**config.mk**
```make
export PLATFORM = sky130hd
export DESIGN_NAME = pio_tx_fifo_flat
export DESIGN_NICKNAME = d
export VERILOG_FILES = /design/src/rtl/pio_tx_fifo_pkg.sv /design/src/rtl/pio_tx_fifo_if.sv /design/src/rtl/pio_tx_fifo.sv /design/src/flat_wrapper.sv
export SDC_FILE = /design/constraint.sdc
export NUM_CORES = 1
export LEC_CHECK = 0
export ABC_AREA = 1
export BUFFER_PORTS_ARGS = -buffer_cell sky130_fd_sc_hd__buf_2
export CORE_MARGIN = 2
export CORE_UTILIZATION = 50
export DETAILED_ROUTE_END_ITERATION = 12
export PLACE_DENSITY = 0.82
export SLEW_MARGIN = 25
export SYNTH_ARGS = -nofsm -noshare
export SYNTH_HDL_FRONTEND = slang
export SYNTH_SLANG_ARGS = --single-unit
export TNS_END_PERCENT = 100
```
**constraint.sdc**
```tcl
create_clock -name clk -period 4.4 [get_ports clk]
set_input_delay 0.22 -clock clk [delete_from_list [all_inputs] [get_ports clk]]
set_output_delay 0.22 -clock clk [all_outputs]
set_load 0.01 [all_outputs]
```
**src/rtl/pio_tx_fifo_pkg.sv**
```systemverilog
// pio_tx_fifo_pkg: default sizing constants shared by the PIO transmit FIFO, pio_core and pio_chip
package pio_tx_fifo_pkg;
   localparam int PIO_DATA_W     = 32;
   localparam int PIO_NUM_CORES  = 4;
   localparam int PIO_TXF_DEPTH  = 4;
   localparam int PIO_TXF_THRESH = 2;
endpackage

```
**src/rtl/pio_tx_fifo_if.sv**
```systemverilog
// pio_tx_fifo_if: producer/consumer bundle around the PIO transmit FIFO
//   master: drives wr_valid/wr_data (producer), pull (core), flush, clr_flags
//   slave : drives wr_ready, rd_data/rd_valid (show-ahead head), level, full, tx_req,
//           sticky overflow/underflow
interface pio_tx_fifo_if
   import pio_tx_fifo_pkg::*;
#(
   parameter int WIDTH = PIO_DATA_W,
   parameter int DEPTH = PIO_TXF_DEPTH
);
   logic                           wr_valid;
   logic [WIDTH-1:0]               wr_data;
   logic                           wr_ready;
   logic                           pull;
   logic [WIDTH-1:0]               rd_data;
   logic                           rd_valid;
   logic                           flush;
   logic                           clr_flags;
   logic [$clog2(DEPTH+1)-1:0]     level;
   logic                           full;
   logic                           tx_req;
   logic                           overflow;
   logic                           underflow;
   modport master (
      output wr_valid, wr_data, pull, flush, clr_flags,
      input  wr_ready, rd_data, rd_valid, level, full, tx_req, overflow, underflow
   );
   modport slave (
      input  wr_valid, wr_data, pull, flush, clr_flags,
      output wr_ready, rd_data, rd_valid, level, full, tx_req, overflow, underflow
   );
endinterface

```
**src/rtl/pio_tx_fifo.sv**
```systemverilog
// pio_tx_fifo: per-core show-ahead transmit FIFO feeding a pio_core
//   clk, rst : single rising-edge clock, synchronous active-high reset
//   bus      : pio_tx_fifo_if.slave (push side, pull side, flush, flags, level/status)
module pio_tx_fifo
   import pio_tx_fifo_pkg::*;
#(
   parameter int WIDTH  = PIO_DATA_W,
   parameter int DEPTH  = PIO_TXF_DEPTH,
   parameter int THRESH = PIO_TXF_THRESH
) (
   input  logic          clk,
   input  logic          rst,
   pio_tx_fifo_if.slave  bus
);
   localparam int PW = $clog2(DEPTH);
   localparam int LW = $clog2(DEPTH + 1);
   logic [WIDTH-1:0] mem [DEPTH];
   logic [PW-1:0]    wr_ptr, rd_ptr;
   logic [LW-1:0]    level;
   logic             full, empty, push, pop, set_ovf, set_unf;
   logic             overflow, underflow;
   // Handshake decisions use registered level only; flush masks every side effect.
   always_comb begin
      full    = level == LW'(DEPTH);
      empty   = level == '0;
      push    = bus.wr_valid && !full && !bus.flush;
      pop     = bus.pull && !empty && !bus.flush;
      set_ovf = bus.wr_valid && full && !bus.flush;
      set_unf = bus.pull && empty && !bus.flush;
   end
   always_ff @(posedge clk) begin
      if (rst || bus.flush) begin
         wr_ptr <= '0;
         rd_ptr <= '0;
         level  <= '0;
      end else begin
         if (push) wr_ptr <= wr_ptr + 1'b1;
         if (pop) rd_ptr <= rd_ptr + 1'b1;
         level <= level + LW'(push) - LW'(pop);
      end
      // Flags survive flush; a new error wins over a same-cycle clear.
      if (rst) begin
         overflow  <= 1'b0;
         underflow <= 1'b0;
      end else begin
         overflow  <= set_ovf || (overflow && !bus.clr_flags);
         underflow <= set_unf || (underflow && !bus.clr_flags);
      end
   end
   always_ff @(posedge clk) begin
      if (rst) begin
         for (int i = 0; i < DEPTH; i++) mem[i] <= '0;
      end else if (push) begin
         mem[wr_ptr] <= bus.wr_data;
      end
   end
   always_comb begin
      bus.rd_data   = mem[rd_ptr];
      bus.rd_valid  = !empty;
      bus.wr_ready  = !full;
      bus.full      = full;
      bus.level     = level;
      bus.tx_req    = level < LW'(THRESH);
      bus.overflow  = overflow;
      bus.underflow = underflow;
   end
endmodule

```
**src/flat_wrapper.sv**
```systemverilog
// flat-port wrapper written by rule: the top's interface ports become plain ports
module pio_tx_fifo_flat import pio_tx_fifo_pkg::*;
#(
   parameter int WIDTH  = PIO_DATA_W,
   parameter int DEPTH  = PIO_TXF_DEPTH,
   parameter int THRESH = PIO_TXF_THRESH
)
  (clk, rst, bus_wr_valid, bus_wr_data, bus_pull, bus_flush, bus_clr_flags, bus_wr_ready, bus_rd_data, bus_rd_valid, bus_level, bus_full, bus_tx_req, bus_overflow, bus_underflow);
  pio_tx_fifo_if #(.WIDTH(WIDTH), .DEPTH(DEPTH)) bus_i ();
  input  logic clk;
  input  logic rst;
  input wire logic [$bits(bus_i.wr_valid)-1:0] bus_wr_valid;
  input wire logic [$bits(bus_i.wr_data)-1:0] bus_wr_data;
  input wire logic [$bits(bus_i.pull)-1:0] bus_pull;
  input wire logic [$bits(bus_i.flush)-1:0] bus_flush;
  input wire logic [$bits(bus_i.clr_flags)-1:0] bus_clr_flags;
  output wire logic [$bits(bus_i.wr_ready)-1:0] bus_wr_ready;
  output wire logic [$bits(bus_i.rd_data)-1:0] bus_rd_data;
  output wire logic [$bits(bus_i.rd_valid)-1:0] bus_rd_valid;
  output wire logic [$bits(bus_i.level)-1:0] bus_level;
  output wire logic [$bits(bus_i.full)-1:0] bus_full;
  output wire logic [$bits(bus_i.tx_req)-1:0] bus_tx_req;
  output wire logic [$bits(bus_i.overflow)-1:0] bus_overflow;
  output wire logic [$bits(bus_i.underflow)-1:0] bus_underflow;
  assign bus_i.wr_valid = bus_wr_valid;
  assign bus_i.wr_data = bus_wr_data;
  assign bus_i.pull = bus_pull;
  assign bus_i.flush = bus_flush;
  assign bus_i.clr_flags = bus_clr_flags;
  assign bus_wr_ready = bus_i.wr_ready;
  assign bus_rd_data = bus_i.rd_data;
  assign bus_rd_valid = bus_i.rd_valid;
  assign bus_level = bus_i.level;
  assign bus_full = bus_i.full;
  assign bus_tx_req = bus_i.tx_req;
  assign bus_overflow = bus_i.overflow;
  assign bus_underflow = bus_i.underflow;
  pio_tx_fifo #(.WIDTH(WIDTH), .DEPTH(DEPTH), .THRESH(THRESH)) u_core (.clk(clk), .rst(rst), .bus(bus_i));
endmodule
```
==> results of run 1 <==
==> state kept, by name (all words and copies together), names as in the netlist, named ones only <==
| register | count |
|---|---|
| u_core.bus.underflow | 1 |
| u_core.rd_ptr | 2 |
| u_core.bus.level | 3 |
| u_core.mem | 128 |
| u_core.wr_ptr | 2 |
| u_core.bus.overflow | 1 |
==> routing by layer <==
metal	wire length, um	global-route usage [%]	vias to the layer above
li1	-	-	2038
met1	5310	26.6	2102
met2	6920	36.3	175
met3	885	4.34	20
met4	251	9.48	0
met5	0	0	-
==> stage by stage <==
stage,power (W),utilization [%],cells
finish,0.00310,61.0,816
global route,0.00320,61.0,816
CTS,0.00310,60.7,815
detailed placement,0.00175,55.9,783
global placement,0.00174,55.6,781
floorplan,0.00166,-,562
==> logic make-up after synthesis <==
kind of cell / Yosys count / share of synthesized area [%]
AOI/OAI and AO/OA: 102 / 8.87
xor gates and xnor gates: 1 / 0.141
adders and majority gates: 4 / 0.927
buffers and inverters: 85 / 6.09
DFF: 139 / 65.5
and+or+nand+nor: 231 / 18.5
==> how the worst max path moves through the flow <==
stage / from / endpoint / slack, ns / cells past startpoint
3_5_place_dp: u_core.wr_ptr[0]$_SDFFE_PP0P_ / u_core.mem[0][15]$_SDFFCE_PN0P_ / 2.12 / 2
5_1_grt: flop / bus_rd_data[11] / 1.47 / 5
6_report: flop / bus_rd_data[11] / 1.65 / 5
2_1_floorplan: u_core.wr_ptr[0]$_SDFFE_PP0P_ / u_core.mem[0][0]$_SDFFCE_PN0P_ / 0.90 / 3
4_1_cts: flop / bus_rd_data[11] / 1.68 / 5
3_3_place_gp: u_core.wr_ptr[0]$_SDFFE_PP0P_ / u_core.mem[0][12]$_SDFFCE_PN0P_ / 2.19 / 2
==> layout by cell type (no fill, tap or decap), types with 3 or more instances in the layout <==
cell	netlist	routed
sky130_fd_sc_hd__a21oi_1	3	3
sky130_fd_sc_hd__buf_2	8	78
sky130_fd_sc_hd__buf_4	0	5
sky130_fd_sc_hd__clkbuf_16	0	17
sky130_fd_sc_hd__clkinv_4	0	3
sky130_fd_sc_hd__clkinvlp_4	0	6
sky130_fd_sc_hd__dfxtp_1	11	10
sky130_fd_sc_hd__edfxtp_1	128	128
sky130_fd_sc_hd__ha_1	3	3
sky130_fd_sc_hd__inv_1	52	52
sky130_fd_sc_hd__nand2_1	18	17
sky130_fd_sc_hd__nand2_4	32	32
sky130_fd_sc_hd__nand3_1	4	4
sky130_fd_sc_hd__nor2_1	170	170
sky130_fd_sc_hd__nor2_2	3	3
sky130_fd_sc_hd__o21ai_0	64	61
sky130_fd_sc_hd__o21ai_1	3	3
sky130_fd_sc_hd__o21ai_4	0	3
sky130_fd_sc_hd__o22ai_1	32	32
==> layout make-up <==
cell class / count / share of cell area (%)
sequential: 139 / 55.3
multi-input combinational: 338 / 24.5
timing repair buffer: 86 / 6.77
clock buffer: 18 / 5.84
tap: 168 / 2.86
inverter: 53 / 2.71
clock inverter: 14 / 2.02
==> worst reg2reg max path, stage by stage, from the launching register on <==
cell,delay [ns]
sky130_fd_sc_hd__dfxtp_1,0.40
sky130_fd_sc_hd__nor2_2,0.09
sky130_fd_sc_hd__nand2_4,0.10
sky130_fd_sc_hd__nand2_4,0.12
sky130_fd_sc_hd__nor2_8,0.55
sky130_fd_sc_hd__buf_4,0.47
sky130_fd_sc_hd__nand2_4,0.12
sky130_fd_sc_hd__nor2_1,0.15
==> power groups by stage <==
stage | logic [W] | registers, W | clock network (W)
5_1_grt | 0.000224 | 0.00153 | 0.00145
4_1_cts | 0.000202 | 0.00152 | 0.00138
3_5_place_dp | 0.000200 | 0.00155 | 0
3_3_place_gp | 0.000190 | 0.00155 | 0
6_report | 0.000203 | 0.00152 | 0.00138
2_1_floorplan | 0.000112 | 0.00155 | 0
==> summary by stage, run 1 <==
Timing
The maximum clock rate is about 0.36 GHz. Summed over all failing endpoints, the final setup total negative slack is 0 ns. The total count of hold-check failures in the final report is 0.

Setup violations remaining at the end of the flow were counted as 0. The worst slack on hold paths is roughly 0.07 ns. Headroom to the max-slew limit came out at between 30% and 40%. The max-slew violation count was 0. Once routing completed, OpenROAD measured the worst setup slack at 1.65 ns. Setup repair after global routing left no endpoint under its margin.

For the pin with the worst max-slew slack, the measured transition is between 1 and 1.5 ns. For the final database, setup skew stands at between 0.005 and 0.006 ns. The final critical path time including I/O delays and setup is ~2.7 ns. The final worst-path cycle share is a little over three fifths.

Logic synthesis
Sequential elements use 65.5% of the synthesized area. In this run the mean area of a mapped cell was ~11 um^2. The number of nets handed over by synthesis was between 600 and 700. The synthesized design spends more area on one cell type than any other, namely sky130_fd_sc_hd__edfxtp_1. Ranked by instance count, the synthesized netlist is headed by sky130_fd_sc_hd__nor2_1, sky130_fd_sc_hd__edfxtp_1, sky130_fd_sc_hd__o21ai_0.

Yosys mapped a number of flops with a built-in enable equal to 128. Synthesis handed over a netlist of around 560 instances. The mapped netlist covers between 6000 and 7000 um^2. Synthesis inferred around 140 register bits. sky130_fd_sc_hd__nor2_1 is the most common cell in the netlist. For this run, asynchronously set or reset flops after synthesis account for 0%. The number of distinct library cells after synthesis is 23. The Yosys step of the flow raised 0 warnings. Sorting the synthesized cells by area gives the leading types as sky130_fd_sc_hd__edfxtp_1, sky130_fd_sc_hd__nor2_1, sky130_fd_sc_hd__nand2_4.

The fraction of post-synthesis cell area in the top cell type by area is 61.9%. In the synthesized netlist the dominant register cell turns out to be sky130_fd_sc_hd__edfxtp_1.

Run
The max-cap check violation count is 0.

Worst hold path
The startpoint identified for the worst hold timing path is bus_clr_flags. The number of cells on the worst hold path is 4. The path class of the tightest hold or removal check is primary input to flop. For hold timing, the worst endpoint is u_core.bus.overflow$_SDFF_PP0_.

Global route
The maximum number of pins on one net before global-route repair is 66. In the global route stage, overall resource usage came out at between 20% and 30%. The total overflow left after global routing is 0.

The initial antenna violation count is 0. The via count of the first global-routing pass is 4465. The global-route wire length before repair is roughly 22000 um.

Power
In this run the power density over the cells is approximately 420 nW/um^2. The total leakage power is ~3.3 nW. The switching share of total power is roughly 22%. In this run, flip-flops and latches consume 49.1% of the power. The analysis attributes to net switching a power of a little under 0.0007 W.

Across the VDD grid, the largest voltage drop is 0.000176 V. Internal power comes to around 0.0024 W. The clock share of power is approximately 44%. The part of the power in combinational logic is between 6 and 7%.

Worst setup path
Data arrives at the worst endpoint at around 2.5 ns. The maximum single-stage delay on the critical path is 0.82 ns. The endpoint identified for the worst register-to-register timing path is u_core.mem[0][12]$_SDFFCE_PN0P_. For flop-to-flop paths, the worst setup slack is 2.23 ns. Among all stages on the critical path, the largest delay is contributed by sky130_fd_sc_hd__inv_2. Walking the worst path, the cells encountered are buf_4 > inv_2 > o21ai_0 > o22ai_1 > buf_2. The critical path start-end classification is flop to output pin. STA classifies the critical path startpoint as a flop. The reg-to-reg critical path startpoint is u_core.bus.level[1]$_SDFF_PP0_. Together, buffers and inverters on the worst path number 3. In this run the worst path has a maximum fanout of 65.

The kind of cell with the highest combined delay along the critical path is buffers and inverters. The number of cells on the worst reg-to-reg path is 7. Data on the critical path is required at its endpoint by about 4.2 ns. The kind of end point of the critical path is an output pin.

CTS
In this run, post-CTS hold repair placed 0 buffers. CTS saw roughly 140 sinks. The post-cts repair resize count is 0.

TritonCTS built the clock tree. The clock-pin slew of the registers on the worst-case setup and hold paths is around 0.060 ns. The total number of H-tree levels is 4. The number of buffers created by CTS is 17.

Once the clock tree was built, the setup fixing pass inserted 0 buffers. The buffer type at the clock tree root is sky130_fd_sc_hd__clkbuf_16. At the later pin of the worst-skew pair, clock insertion delay measures around 0.41 ns. The buffer levels on the longest clock path is 2.

Placement
The weighted congestion at the end of routability-driven global placement is 0.781. Before CTS, the worst setup slack after placement is about 2.1 ns. Summed over all nets, the half-perimeter wirelength after detailed placement is approximately 8000 um. The number of buffer cells added on primary ports is about 80. The instance area at placement is a little under 7000 um^2.

Die
The total die area is roughly 13000 um^2. The floorplan step defined a core boundary enclosing between 10000 and 15000 um^2. The vertical die dimension is approximately 120 um. During I/O placement, the number of pins put on the boundary was 79.

The number of rows in the core area is 40. The die outline width is ~120 um. The initial core utilization is about 50%.

Finish
The final layout net count is 677. After routing the design area is 7350 um^2. Registers take 4070 um^2. The multi-input logic area is 1800 um^2. The area added between synthesis and finish is 18.4%.

Of the cells placed in the final design, the portion with a size suffix greater than 1 is roughly 25%. The final antenna diode count is 0. The final-layout fill cell count is about 920.

Detailed routing
The number of routed nets with antenna violations is 0. After detailed routing, the number of remaining DRC violations is 0. The initial DRC count is about 420.

The total iterations of the first detailed-routing run is 5. The detail-routed via count per cell is 5.31. The routed layout has around 4300 vias. In the final routed layout, each cell accounts on average for between 15 and 20 um. The total wire length is between 10000 and 15000 um.

Outcome
The run finished with clean final reports.
No activity file was read; power rests on OpenSTA's default activity.
==> inputs of run 2 (changes only) <==
- clock period: 4.4 -> 2.8 ns (I/O delays scaled with it)
==> run 2 against run 1 <==
Sequential share of layout area shrank 0.29 points. Sequential power up 57%. Global-route usage is 0.75 points higher. Combinational power increased by 61%. Worst hold slack got worse by 0.042 ns. Largest power group unchanged. First-iteration DRC count rose by 8.2%. Largest cell class unchanged. Final area up 0.53%. Clock-buffer cell count down 1. Critical endpoint is now bus_rd_data[17]. Die area unchanged.
==> summary by stage, run 2 (synthesis gave the netlist of run 1 again) <==
Outcome
The run finished with clean final reports.

CTS
CTS placed an instance of sky130_fd_sc_hd__clkbuf_16 at the clock tree root. The total number of H-tree levels is 4 (unchanged). The clock-pin slew of the registers on the worst-case setup and hold paths is 0.06 ns (about the same). The source-to-sink clock delay at the later pin of the worst-skew pair is 0.41 ns (about the same). The number of buffers created by CTS is 17 (unchanged). The number of buffers inserted to repair setup after CTS is 0 (unchanged). The number of sinks handled by clock tree synthesis is 139 (unchanged). The buffer levels on the longest clock path is 2 (unchanged).

The CTS tree is yes.

Worst setup path
The kind of end point of the critical path is an output pin. The sort of element at the start of the critical path is a flop. The critical path arrival is 2.10 ns (-0.43 ns). In this run the critical register-to-register path is launched from u_core.bus.level[1]$_SDFF_PP0_. The number of cells on the worst reg-to-reg path is 11 (+4). The worst register-to-register path ends at u_core.bus.level[2]$_SDFF_PP0_.

The setup path with the least slack is of type flop to output pin. The largest fanout on the critical path is 32 (-51%). The required time at the endpoint of the critical path is 2.66 ns (-1.52 ns). The worst-case register-to-register setup slack is 0.72 ns (-1.51 ns).

Timing
The final count of negative-setup-slack endpoints was 0 (unchanged). The worst slack on hold paths is 0.0266 ns (-0.0421 ns). Setup repair after global routing left no endpoint under its margin. The final worst clock skew is 0.0130 ns (+0.00768 ns). The setup slack of the critical path after layout is 0.561 ns (-1.09 ns).

The final worst-path cycle share is between 70% and 80%. Subtracting the final worst setup slack from the clock period gives approximately 2.2 ns. The total count of hold-check failures in the final report was 0 (unchanged). For this run, the top clock speed supported by timing is 0.447 GHz. The max-slew headroom at the worst pin is 33.1% (+1.9 points). The max-slew violation count came to 0 (unchanged). The worst-margin pin slew is 1.00 ns (-0.0288 ns).

Die
The initial core utilization came to 51.5% (unchanged). The vertical die dimension came to 115 um (unchanged). The number of placed I/O pins is 79 (unchanged). The total die area was 13300 um^2 (unchanged). The number of rows in the core area is 40 (unchanged). The floorplan core area is 12100 um^2 (unchanged). The die outline width is 115 um (unchanged).

Detailed routing
The detail-routed via count per cell is 5.31 (about the same). The number of routed nets with antenna violations was 0 (unchanged). The overall via count from detail_route is 4381 (+1.1%). The initial DRC count is 449 (+8.2%). The total wire length is 13800 um (+3.4%).

The wire length per cell is 16.8 um (+2.3%). The total iterations of the first detailed-routing run came to 5 (unchanged). The DRC violation count after routing was 0 (unchanged).

Placement
The number of buffer cells added on primary ports came to 78 (unchanged). The total half-perimeter wirelength after legalization and detailed placement is 8260 um (+3.1%). The instance area at placement was 6810 um^2 (+0.93%). The pre-CTS worst setup slack came to 0.731 ns (-1.39 ns). The weighted congestion at the end of routability-driven global placement is 0.772 (-1.1%).

Power
The switching share of total power is 23.0% (+0.59 points). The worst supply voltage drop on vdd is 0.000378 V (+120%). The part of the power in combinational logic is 6.8% (+0.2 points).

The power density over cell area came to 648 nW/um^2 (+54%). The total power was 0.00479 W (+54%). The clock share of power is 43.3% (-1.1 points). The internal power summed over all cells was 0.00369 W (+53%). The total leakage power is 3.34 nW (+1.1%). The part of the power in registers was 49.9% (+0.8 points).

The net switching component of the power came to 0.00110 W (+59%).

Worst hold path
The startpoint identified for the worst hold timing path is bus_wr_data[9]. The number of cells on the worst hold path is 3 (-1). The worst hold path terminates at u_core.mem[3][9]$_DFFE_PP_.

In this run the worst hold path is classified as primary input to flop.

Finish
The top register by number of flip-flops is u_core.mem. The fraction of layout instances using a drive strength above 1 is 25.3% (+0.58 points). The largest registers in the layout are u_core.mem x128, u_core.bus.level x3. The number of flip-flops in the largest register is 128 (unchanged). The final-layout fill cell count is 920 (+0.55%). The final antenna diode count is 0 (unchanged). The library cell used most frequently in the layout, excluding fill and tap cells, is sky130_fd_sc_hd__nor2_1.

Compared with the post-synthesis result, the final layout area differs by 19.1%. The final layout net count is 686 (+1.3%). The finished layout cell area came to 7390 um^2 (+0.53%).

In the layout the commonest cells are sky130_fd_sc_hd__nor2_1, sky130_fd_sc_hd__edfxtp_1, sky130_fd_sc_hd__buf_2, sky130_fd_sc_hd__o21ai_0, sky130_fd_sc_hd__inv_1.

Global route
The initial antenna violation count was 0 (unchanged). The overall fraction of global-route tracks in use is 22.1% (+0.75 points). The maximum number of pins on one net before global-route repair is 37 (-44%). The via count of the first global-routing pass is 4520 (+1.2%). The global-route wire length before repair is 21900 um (+1.6%). The aggregate global routing overflow was 0 (unchanged).

Run
The max-cap check violation count was 0 (unchanged).
[run 2: routing by layer]
| layer | wire (um) | GRT usage, % |
|---|---|---|
| met5 | 0 | 0 |
| met4 | 221 | 9.80 |
| met3 | 983 | 5.07 |
| met2 | 7350 | 37.8 |
| met1 | 5270 | 26.9 |
[run 2: cell type report]
cell class | count | area [um^2] | share of cell area (%)
clock buffers | 17 | 425 | 5.75
clock inverters | 15 | 126 | 1.71
inverters | 53 | 199 | 2.69
multi-input cells | 338 | 1800 | 24.4
flip-flops and latches | 139 | 4070 | 55.0
well taps | 168 | 210 | 2.84
repair buffers | 95 | 563 | 7.62
[run 2: timing repair]
| item | in CTS | in global routing |
|---|---|---|
| hold buffers | 3 | 0 |
| hold endpoints to repair | 2 | 0 |
| gates resized for setup | 0 | 0 |
[run 2: how the worst max path moves through the flow]
stage / startpoint / endpoint / slack (ns) / cells after the start
2_1_floorplan: u_core.bus.level[1]$_SDFF_PP0_ / u_core.mem[1][0]$_SDFFCE_PN0P_ / -0.67 / 4
3_3_place_gp: u_core.bus.level[1]$_SDFF_PP0_ / u_core.bus.level[2]$_SDFF_PP0_ / 0.86 / 11
3_5_place_dp: u_core.bus.level[1]$_SDFF_PP0_ / u_core.bus.level[2]$_SDFF_PP0_ / 0.73 / 11
4_1_cts: flop / bus_rd_data[25] / 0.53 / 4
5_1_grt: flop / bus_rd_data[8] / 0.39 / 4
6_report: flop / bus_rd_data[17] / 0.56 / 4
[run 2: through the flow]
stage	setup TNS (ns)	cells	util [%]
2_1_floorplan	-43.11	562	-
3_3_place_gp	0	790	56.5
3_5_place_dp	0	790	56.5
4_1_cts	0	825	61.3
5_1_grt	0	825	61.3
6_report	0	825	61.3
[run 2: critical path: stages, from the launching register on]
cell	delay (ns)
sky130_fd_sc_hd__dfxtp_1	0.31
sky130_fd_sc_hd__inv_1	0.71
sky130_fd_sc_hd__o21ai_0	0.22
sky130_fd_sc_hd__o22ai_1	0.25
sky130_fd_sc_hd__buf_2	0.18
[run 2: power by group through the flow]
stage / clock, W / sequential (W) / combinational (W)
floorplan: 0 / 0.00243 / 0.000177
global placement: 0 / 0.00243 / 0.000313
detailed placement: 0 / 0.00243 / 0.000322
CTS: 0.00209 / 0.00239 / 0.000329
global route: 0.00218 / 0.00240 / 0.000355
finish: 0.00207 / 0.00239 / 0.000326
